<file path="config.mk">
export PLATFORM = sky130hd
export DESIGN_NAME = tagged_flux_fifo
export DESIGN_NICKNAME = d
export VERILOG_FILES = /design/src/rtl/flux_fifo_pkg.sv /design/src/rtl/flux_queue.sv /design/src/rtl/tagged_flux_fifo.sv
export SDC_FILE = /design/constraint.sdc
export NUM_CORES = 1
export LEC_CHECK = 0
export ABC_AREA = 1
export BUFFER_PORTS_ARGS = -buffer_cell sky130_fd_sc_hd__buf_2
export CAP_MARGIN = 5
export CORE_MARGIN = 5
export CORE_UTILIZATION = 59
export CTS_CLUSTER_SIZE = 25
export DETAILED_ROUTE_END_ITERATION = 6
export PLACE_DENSITY = 0.78
export SLEW_MARGIN = 20
export SYNTH_ARGS = -nofsm -noshare
export SYNTH_HDL_FRONTEND = slang
export SYNTH_SLANG_ARGS = --single-unit
</file>
<file path="constraint.sdc">
create_clock -name clk -period 2.5 [get_ports clk]
set_clock_uncertainty 0.2 [all_clocks]
set_input_delay 0.25 -clock clk [delete_from_list [all_inputs] [get_ports clk]]
set_output_delay 0.25 -clock clk [all_outputs]
set_load 0.01 [all_outputs]
</file>
<file path="src/rtl/flux_fifo_pkg.sv">
// Shared sizing helpers and elaboration limits for the tagged multi-flux FIFO.
// Pure constants/functions; no logic.
package flux_fifo_pkg;
   localparam int FLUX_MIN = 2;

   function automatic int ptr_w(input int depth);
      return $clog2(depth);
   endfunction

   // Count must hold the value DEPTH itself, hence depth+1 states.
   function automatic int cnt_w(input int depth);
      return $clog2(depth + 1);
   endfunction
endpackage

</file>
<file path="src/rtl/flux_queue.sv">
// One circular queue, head visible combinationally; push/pop take effect on the next edge.
// Push while full and pop while empty are dropped; storage itself is not reset.
module flux_queue
   import flux_fifo_pkg::*;
#(
   parameter int DATA_WIDTH = 7,
   parameter int DEPTH      = 4
) (
   input  logic                  clk,
   input  logic                  rst_n,
   input  logic                  push,
   input  logic                  pop,
   input  logic [DATA_WIDTH-1:0] din,
   output logic [DATA_WIDTH-1:0] head,
   output logic                  empty,
   output logic                  full
);
   localparam int PW = ptr_w(DEPTH);
   localparam int CW = cnt_w(DEPTH);

   logic [DATA_WIDTH-1:0] mem_q [DEPTH];
   logic [PW-1:0]         wr_ptr_q, wr_ptr_d;
   logic [PW-1:0]         rd_ptr_q, rd_ptr_d;
   logic [CW-1:0]         cnt_q, cnt_d;
   logic                  push_ok, pop_ok;

   // DEPTH need not be a power of two, so wrap explicitly.
   function automatic logic [PW-1:0] adv(input logic [PW-1:0] p);
      return (p == PW'(DEPTH - 1)) ? '0 : p + 1'b1;
   endfunction

   assign empty = (cnt_q == '0);
   assign full  = (cnt_q == CW'(DEPTH));
   assign head  = mem_q[rd_ptr_q];

   always_comb begin
      push_ok  = push && !full;
      pop_ok   = pop && !empty;
      wr_ptr_d = wr_ptr_q;
      rd_ptr_d = rd_ptr_q;
      cnt_d    = cnt_q;
      if (push_ok) wr_ptr_d = adv(wr_ptr_q);
      if (pop_ok)  rd_ptr_d = adv(rd_ptr_q);
      case ({push_ok, pop_ok})
         2'b10:   cnt_d = cnt_q + 1'b1;
         2'b01:   cnt_d = cnt_q - 1'b1;
         default: cnt_d = cnt_q;
      endcase
   end

   always_ff @(posedge clk or negedge rst_n) begin
      if (!rst_n) begin
         wr_ptr_q <= '0;
         rd_ptr_q <= '0;
         cnt_q    <= '0;
      end else begin
         wr_ptr_q <= wr_ptr_d;
         rd_ptr_q <= rd_ptr_d;
         cnt_q    <= cnt_d;
      end
   end

   always_ff @(posedge clk) begin
      if (push_ok) mem_q[wr_ptr_q] <= din;
   end
endmodule

</file>
<file path="src/rtl/tagged_flux_fifo.sv">
// Tag-routed multi-flux FIFO with FWFT heads; words visible one edge after push, read->dout is combinational.
// Per-flux full/empty flags; pushes to a full flux, pops of an empty flux and out-of-range tags are dropped.
module tagged_flux_fifo
   import flux_fifo_pkg::*;
#(
   parameter int  FLUX       = 2,
   parameter int  DATA_WIDTH = 7,
   parameter int  DEPTH      = 4,
   localparam int TAG_WIDTH  = $clog2(FLUX),
   localparam int WIDTH      = DATA_WIDTH + TAG_WIDTH
) (
   input  logic             clk,
   input  logic             rst_n,
   input  logic [WIDTH-1:0] din,
   input  logic             write,
   output logic [FLUX-1:0]  full,
   input  logic [FLUX-1:0]  read,
   output logic [WIDTH-1:0] dout,
   output logic [FLUX-1:0]  empty
);
   if (FLUX < FLUX_MIN) begin : g_bad_flux
      $error("tagged_flux_fifo: FLUX must be >= %0d", FLUX_MIN);
   end
   if (DEPTH < 2) begin : g_bad_depth
      $error("tagged_flux_fifo: DEPTH must be >= 2");
   end

   logic [TAG_WIDTH-1:0]  wr_tag;
   logic [TAG_WIDTH-1:0]  sel;
   logic [FLUX-1:0]       push;
   logic [FLUX-1:0]       pop;
   logic [DATA_WIDTH-1:0] head [FLUX];

   assign wr_tag = din[WIDTH-1 -: TAG_WIDTH];

   // Lowest read bit wins; otherwise show the lowest non-empty flux, else flux 0.
   always_comb begin
      sel = '0;
      for (int i = FLUX - 1; i >= 0; i--) begin
         if (!empty[i]) sel = TAG_WIDTH'(i);
      end
      if (|read) begin
         for (int i = FLUX - 1; i >= 0; i--) begin
            if (read[i]) sel = TAG_WIDTH'(i);
         end
      end
   end

   always_comb begin
      pop = '0;
      if (|read) pop[sel] = 1'b1;
   end

   for (genvar f = 0; f < FLUX; f++) begin : g_q
      assign push[f] = write && (wr_tag == TAG_WIDTH'(f));

      flux_queue #(
         .DATA_WIDTH (DATA_WIDTH),
         .DEPTH      (DEPTH)
      ) u_queue (
         .clk   (clk),
         .rst_n (rst_n),
         .push  (push[f]),
         .pop   (pop[f]),
         .din   (din[DATA_WIDTH-1:0]),
         .head  (head[f]),
         .empty (empty[f]),
         .full  (full[f])
      );
   end

   assign dout = {sel, head[sel]};
endmodule
</file>
-- After elaboration in Yosys (flattened, before gate mapping)
Memories as Yosys holds them, arrays and structs flattened.
Index checks and enable logic that the tools add are counted.
- memories kept: 2
- input bits: 13
- bits in writable memories: 56
- bits in registers: 14
- output and inout port bits: 12
- memory list (memory ; words ; bits a word ; rd ports ; clocked after memory_dff ; wr ports ; RTL line ; RTL):
    g_q[0].u_queue.mem_q ; 4 ; 7 ; 1 ; 0 ; 1 ; flux_queue.sv:21 ; logic [DATA_WIDTH-1:0] mem_q [DEPTH];
    g_q[1].u_queue.mem_q ; 4 ; 7 ; 1 ; 0 ; 1 ; flux_queue.sv:21 ;
- reductions and logical operators: 16
- mux-type cells: 21
- add/subtract/negate cells: 8
- equal/unequal tests: 10
- bitwise logic cells: 2
- magnitude comparators: 3
- operators with widths (kind ; number):
    7-bit 2-to-1 mux ; 3
    2-bit equality test (second input constant) ; 6
    3-bit one-hot mux with 2 select lines ; 2
    1-bit 2-to-1 mux ; 10
    2-bit 2-to-1 mux ; 5
    2-bit by 1-bit adder with 2-bit output (second input constant) ; 4
    1-bit logical AND ; 7
    3-bit by 1-bit adder with 3-bit output (second input constant) ; 2
    3-bit equality test (second input constant) ; 2
    3-bit logical NOT ; 2
    3-bit by 1-bit subtractor with 3-bit output (second input constant) ; 2
    2-bit by 1-bit equality test with 1-bit output (second input constant) ; 2
    1-bit logical NOT ; 4
    2-bit nonzero test ; 2
    2-bit greater-or-equal comparator (second input constant) ; 1
    1-bit by 2-bit < comparator with 1-bit output (second input constant) ; 1
    1-bit inverter with 2-bit output ; 1
    2-bit OR reduction ; 1
    1-bit demux with 1-bit select ; 1
    1-bit greater-or-equal comparator (second input constant) ; 1
    1-bit inverter ; 1

-- Logic depth before layout (Yosys ltp)
- depth after elaboration: 14
- depth in mapped cells: 10
- depth with buffers taken out: 10

-- Cells and area by module
A second synthesis with hierarchy kept.
- cell total of the unflattened synthesis: 320
- area, all modules: 3403.3 um^2
- by module, submodules not included (module ; area each (um^2) ; cells an instance ; times used):
    flux_queue ; 1610.3 ; 142 ; 2
    tagged_flux_fifo ; 182.7 ; 36 ; 1

-- Worst setup path before layout
Ideal clock, no wire load.
- kind: flip-flop to flip-flop
- from: register g_q[0].u_queue.cnt_q[0]
- to: register g_q[0].u_queue.cnt_q[2]
- path buffers: 0
- setup time: 0.131 ns
- cell stages (with the launch flop): 10
- setup slack: 0.515 ns
- arrival time: 1.654 ns
- path through: dfrtp_1 -> inv_2 -> nand3_2 -> nand3b_2 -> ha_1 -> inv_1 -> fa_1 -> a21oi_1 -> o21ai_0 -> xor2_1
- cells in the longest elaborated chain, start to end: 13
- elaborated cells on any way between the ends: 22
- those cells by class: add/sub: 2; order compare: 2; eq/ne: 3; mux: 8; reduce/logical: 7
- ends and longest elaborated chain (what ; RTL line ; RTL):
    start, declared ; flux_queue.sv:24 ; logic [CW-1:0] cnt_q, cnt_d;
    start signal, assigned ; flux_queue.sv:59 ; cnt_q <= cnt_d;
    3-bit logical NOT ; flux_queue.sv:32 ; assign empty = (cnt_q == '0);
    1-bit 2-to-1 mux ; tagged_flux_fifo.sv:40 ; if (!empty[i]) sel = TAG_WIDTH'(i);
    1-bit 2-to-1 mux (2 in series) ; tagged_flux_fifo.sv:44 ; if (read[i]) sel = TAG_WIDTH'(i);
    1-bit 2-to-1 mux ; tagged_flux_fifo.sv:42 ; if (|read) begin
    1-bit by 2-bit < comparator with 1-bit output (implied by the code) / 1-bit greater-or-equal comparator (equally long branches) ; tagged_flux_fifo.sv:51 ; if (|read) pop[sel] = 1'b1;
    1-bit logical AND (implied by the code) ; tagged_flux_fifo.sv:51 ;
    1-bit 2-to-1 mux (implied by the code) ; tagged_flux_fifo.sv:51 ;
    1-bit demux with 1-bit select ; tagged_flux_fifo.sv:51 ;
    2-bit 2-to-1 mux ; tagged_flux_fifo.sv:51 ;
    1-bit logical AND ; flux_queue.sv:38 ; pop_ok = pop && !empty;
    2-bit by 1-bit equality test with 1-bit output / 2-bit equality test (equally long branches) ; flux_queue.sv:44 ; case ({push_ok, pop_ok})
    3-bit one-hot mux with 2 select lines / 2-bit nonzero test (equally long branches) ; - ;
Several ways; a longest one is shown, not always the timed one.
A chain may end at the register's enable or synchronous reset.

-- Worst setup path after layout
- from: register g_q[1].u_queue.cnt_q[1]
- to: register g_q[1].u_queue.cnt_q[2]
- cells in the longest elaborated chain, start to end: 14
- elaborated cells on any way between the ends: 23
- those cells by class: add/sub: 2; order compare: 2; eq/ne: 3; mux: 9; reduce/logical: 7
- ends and longest elaborated chain (what ; RTL line):
    start, declared ; flux_queue.sv:24
    start signal, assigned ; flux_queue.sv:59
    3-bit logical NOT ; flux_queue.sv:32
    1-bit 2-to-1 mux (2 in series) ; tagged_flux_fifo.sv:40
    1-bit 2-to-1 mux (2 in series) ; tagged_flux_fifo.sv:44
    1-bit 2-to-1 mux ; tagged_flux_fifo.sv:42
    1-bit by 2-bit < comparator with 1-bit output (implied by the code) / 1-bit greater-or-equal comparator (equally long branches) ; tagged_flux_fifo.sv:51
    1-bit logical AND (implied by the code) ; tagged_flux_fifo.sv:51
    1-bit 2-to-1 mux (implied by the code) ; tagged_flux_fifo.sv:51
    1-bit demux with 1-bit select ; tagged_flux_fifo.sv:51
    2-bit 2-to-1 mux ; tagged_flux_fifo.sv:51
    1-bit logical AND ; flux_queue.sv:38
    2-bit by 1-bit equality test with 1-bit output / 2-bit equality test (equally long branches) ; flux_queue.sv:44
    3-bit one-hot mux with 2 select lines / 2-bit nonzero test (equally long branches) ; -
Several ways; a longest one is shown, not always the timed one.

==> results.json <==
{
  "status": "complete, no violations",
  "insertion_delay_ns": 0.35,
  "ir_drop_mv": 0.753,
  "dpl.hpwl_microns": 4160,
  "grt_pass1_wl_microns": 10100,
  "p_int_w": 0.00246,
  "cts_buffers": 9,
  "synth_seq_cells": 70,
  "cts_root_buf": "clkbuf_8",
  "antennaDiodeCount": 0,
  "netSwitchingFraction": 0.380,
  "synth_fa_ha_area_frac": 0.0564,
  "fmax_mhz": 455,
  "die_x_microns": 85.6,
  "synth.area.top_cells": "edfxtp_1, dfrtp_1, nand2_1",
  "clock_sinks": 70,
  "arrival_ns": 2.22,
  "fin_area_sq_um": 3780,
  "period_minus_slack_ns": 2.20,
  "async_flop_share": 0.200,
  "initial_core_util": 0.608,
  "drtIter0Drc": 102,
  "use_met3": 0.0384,
  "gp_congestion": 0.787,
  "route.detailed.drc": 0,
  "crit_required_ns": 2.52,
  "crit_fanout": 9,
  "finalHoldViolations": 0,
  "syn_inst": 328,
  "seq_power_share": 0.422,
  "syn_nets": 355,
  "rsz0062_at_grt": "no",
  "drtAntennaViolNets": 0,
  "power.switching_w": 0.00151,
  "die_area_sq_um": 7320,
  "row_count": 27,
  "dpl_cell_area_sq_um": 3520,
  "htreeDepth": 3,
  "core_sq_um": 5540,
  "synth_compound_area_frac": 0.0416,
  "yosys.area.top_type": "edfxtp_1",
  "clk_pin_slew_ns": 0.07,
  "maxCapViolCount": 0,
  "tns_ns": 0,
  "crit_top_cell": "inv_1",
  "cts_buffer_depth": 2,
  "worst_slew_pin_slew_ns": 0.628,
  "yosys_warnings": 0,
  "avgSynthCellArea_sq_um": 10.3,
  "grt_max_degree": 18,
  "grt.overflow.total": 0,
  "fin_crit_sh": 0.880,
  "grt_util_met2": 0.311,
  "critical-path-top-delay-family": "adder cells",
  "synth-simple-area-share": 0.185,
  "cp_cell_sequence": "inv_1 > nand3_1 > nand3_2 > ha_1 > inv_1 > fa_1 > a21oi_1 > o21ai_0 > xor2_1",
  "leakage_nw": 1.73,
  "critical_path_buf_inv_count": 2,
  "clockPowerShare": 0.217,
  "pre_cts_ws_ns": 0.311,
  "final_nets": 391,
  "drv_slew": 0,
  "setup_violations": 0,
  "boundaryPins": 25,
  "vias": 2184,
  "grt-busiest-layer": "met2",
  "grt_use_met1": 0.220,
  "grt_usage": 0.184,
  "whs_ns": 0.0180,
  "slew_headroom": 0.580,
  "powerDensity_nw_per_um2": 1050,
  "ys_seq_area_frac": 0.603,
  "hp-class": "primary input to flip-flop",
  "cp_slowest_cell": "fa_1",
  "slowest_delay_ns": 0.38,
  "synth_area_sq_um": 3370,
  "io_buffers": 24,
  "first_pass_iters": 4,
  "routed_wl_microns": 6050,
  "synthDistinctLibCells": 24,
  "fillCellCount": 425,
  "drive_gt1_frac": 0.168,
  "synth_top_family_by_area": "simple AND/OR/NAND/NOR gates",
  "synthXorXnorAreaFrac": 0.0104,
  "cts_tree": "built",
  "syn_to_final_growth_pct": 12.2,
  "synth_top_area_frac": 0.499,
  "setup_slack_ns": 0.300,
  "grt_pass1_vias": 2175,
  "wl_per_cell_microns": 13.8,
  "crit_type": "flip-flop to flip-flop",
  "p_comb_frac": 0.360,
  "avgViaCountPerCell": 4.96,
  "synth_edf_count": 56,
  "end_kind": "flip-flop",
  "antenna_found_initial": 0,
  "die_h_microns": 85.6,
  "synthFlopType": "edfxtp_1",
  "startpoint_type": "flip-flop",
  "synth_mux_area_frac": 0
}
==> final cells by class <==
cell class / count / area (sq um) / share of cell area
sequential: 70 / 2030 / 0.538
multi-input combinational: 185 / 988 / 0.261
timing repair buffer: 38 / 243 / 0.0642
inverter: 60 / 239 / 0.0632
clock buffer: 9 / 124 / 0.0328
tap: 72 / 90.1 / 0.0238
clock inverter: 6 / 63.8 / 0.0169
==> power groups by stage <==
stage | logic, W | clock network, W | registers [W]
after floorplan | 0.00122 | 0 | 0.00159
after global placement | 0.00137 | 0 | 0.00169
after detailed placement | 0.00143 | 0 | 0.00170
after CTS | 0.00145 | 0.000878 | 0.00168
after global routing | 0.00165 | 0.000947 | 0.00171
final | 0.00143 | 0.000864 | 0.00168
==> cells in the final DEF, fill, tap and decap left out, types with 2 or more instances in the layout <==
master         netlist  final
nand2_4              2      2
o21ai_0             16     16
inv_2                6      6
dfrtp_1             14     13
clkinv_4             0      2
xor2_1               2      2
buf_2                2     24
nor2_1              40     40
buf_4                6      7
dlygate4sd3_1        0      7
xnor2_1              2      2
o21ai_1              9      9
nand3_1             22     22
inv_1               53     53
edfxtp_1            56     56
ha_1                12     12
nand3_2              3      3
a21oi_1              3      3
clkbuf_8             0      9
fa_1                 2      2
nand2_1             68     68
==> registers in the layout (all words and copies together) (netlist names) <==
| signal | cells |
|---|---|
| g_q.u_queue.wr_ptr_q | 4 |
| g_q.u_queue.mem_q | 56 |
| g_q.u_queue.cnt_q | 6 |
| g_q.u_queue.rd_ptr_q | 4 |
==> worst paths after layout <==
path / startpoint / to / depth (start not counted) / slack (ns)
max in group asynchronous: rst_n / g_q[0].u_queue.rd_ptr_q[0] / 2 / 1.71
min reg2reg: g_q[1].u_queue.cnt_q[1] / g_q[1].u_queue.cnt_q[1] / 2 / 0.29
min in group asynchronous: rst_n / g_q[0].u_queue.wr_ptr_q[0] / 2 / 0.13
min: din[4] / g_q[1].u_queue.mem_q[2][4] / 1 / 0.02
max: g_q[1].u_queue.cnt_q[1] / g_q[1].u_queue.cnt_q[2] / 9 / 0.30
max reg2reg: g_q[1].u_queue.cnt_q[1] / g_q[1].u_queue.cnt_q[2] / 9 / 0.30
==> repair_timing <==
item,in CTS,in global routing
hold buffers,7,0
setup endpoints to repair,0,1
hold endpoints to repair,62,0
setup buffers,0,0
resized for setup,0,1
==> logic make-up after synthesis <==
logic type	count (synthesis)
AND/OR/NAND/NOR	139
flip-flops	70
AO/OA/AOI/OAI	28
buffers and inverters	73
XOR/XNOR	4
adder cells (fa/ha/maj)	14
==> metal layers <==
| metal | part of all wire | vias up | wire length, microns |
|---|---|---|---|
| met5 | 0 | - | 0 |
| met4 | 0.024 | 0 | 148 |
| met3 | 0.055 | 15 | 333 |
| met2 | 0.49 | 60 | 2990 |
| met1 | 0.43 | 1001 | 2580 |
| li1 | - | 1108 | - |
==> cell usage after synthesis, types with 5 or more instances <==
| master | count |
|---|---|
| inv_1 | 53 |
| inv_2 | 6 |
| o21ai_0 | 16 |
| dfrtp_1 | 14 |
| ha_1 | 12 |
| o21ai_1 | 9 |
| nand3_1 | 22 |
| edfxtp_1 | 56 |
| nor2_1 | 40 |
| buf_4 | 6 |
| buf_6 | 5 |
| nand2_1 | 68 |
==> metrics by stage <==
step                utilization  std cells  total power [W]
global route              0.682        440          0.00430
global placement          0.636        418          0.00306
detailed placement        0.636        418          0.00313
finish                    0.682        440          0.00397
floorplan                     -        328          0.00281
CTS                       0.682        440          0.00401
(Power assumes the default switching activity.)
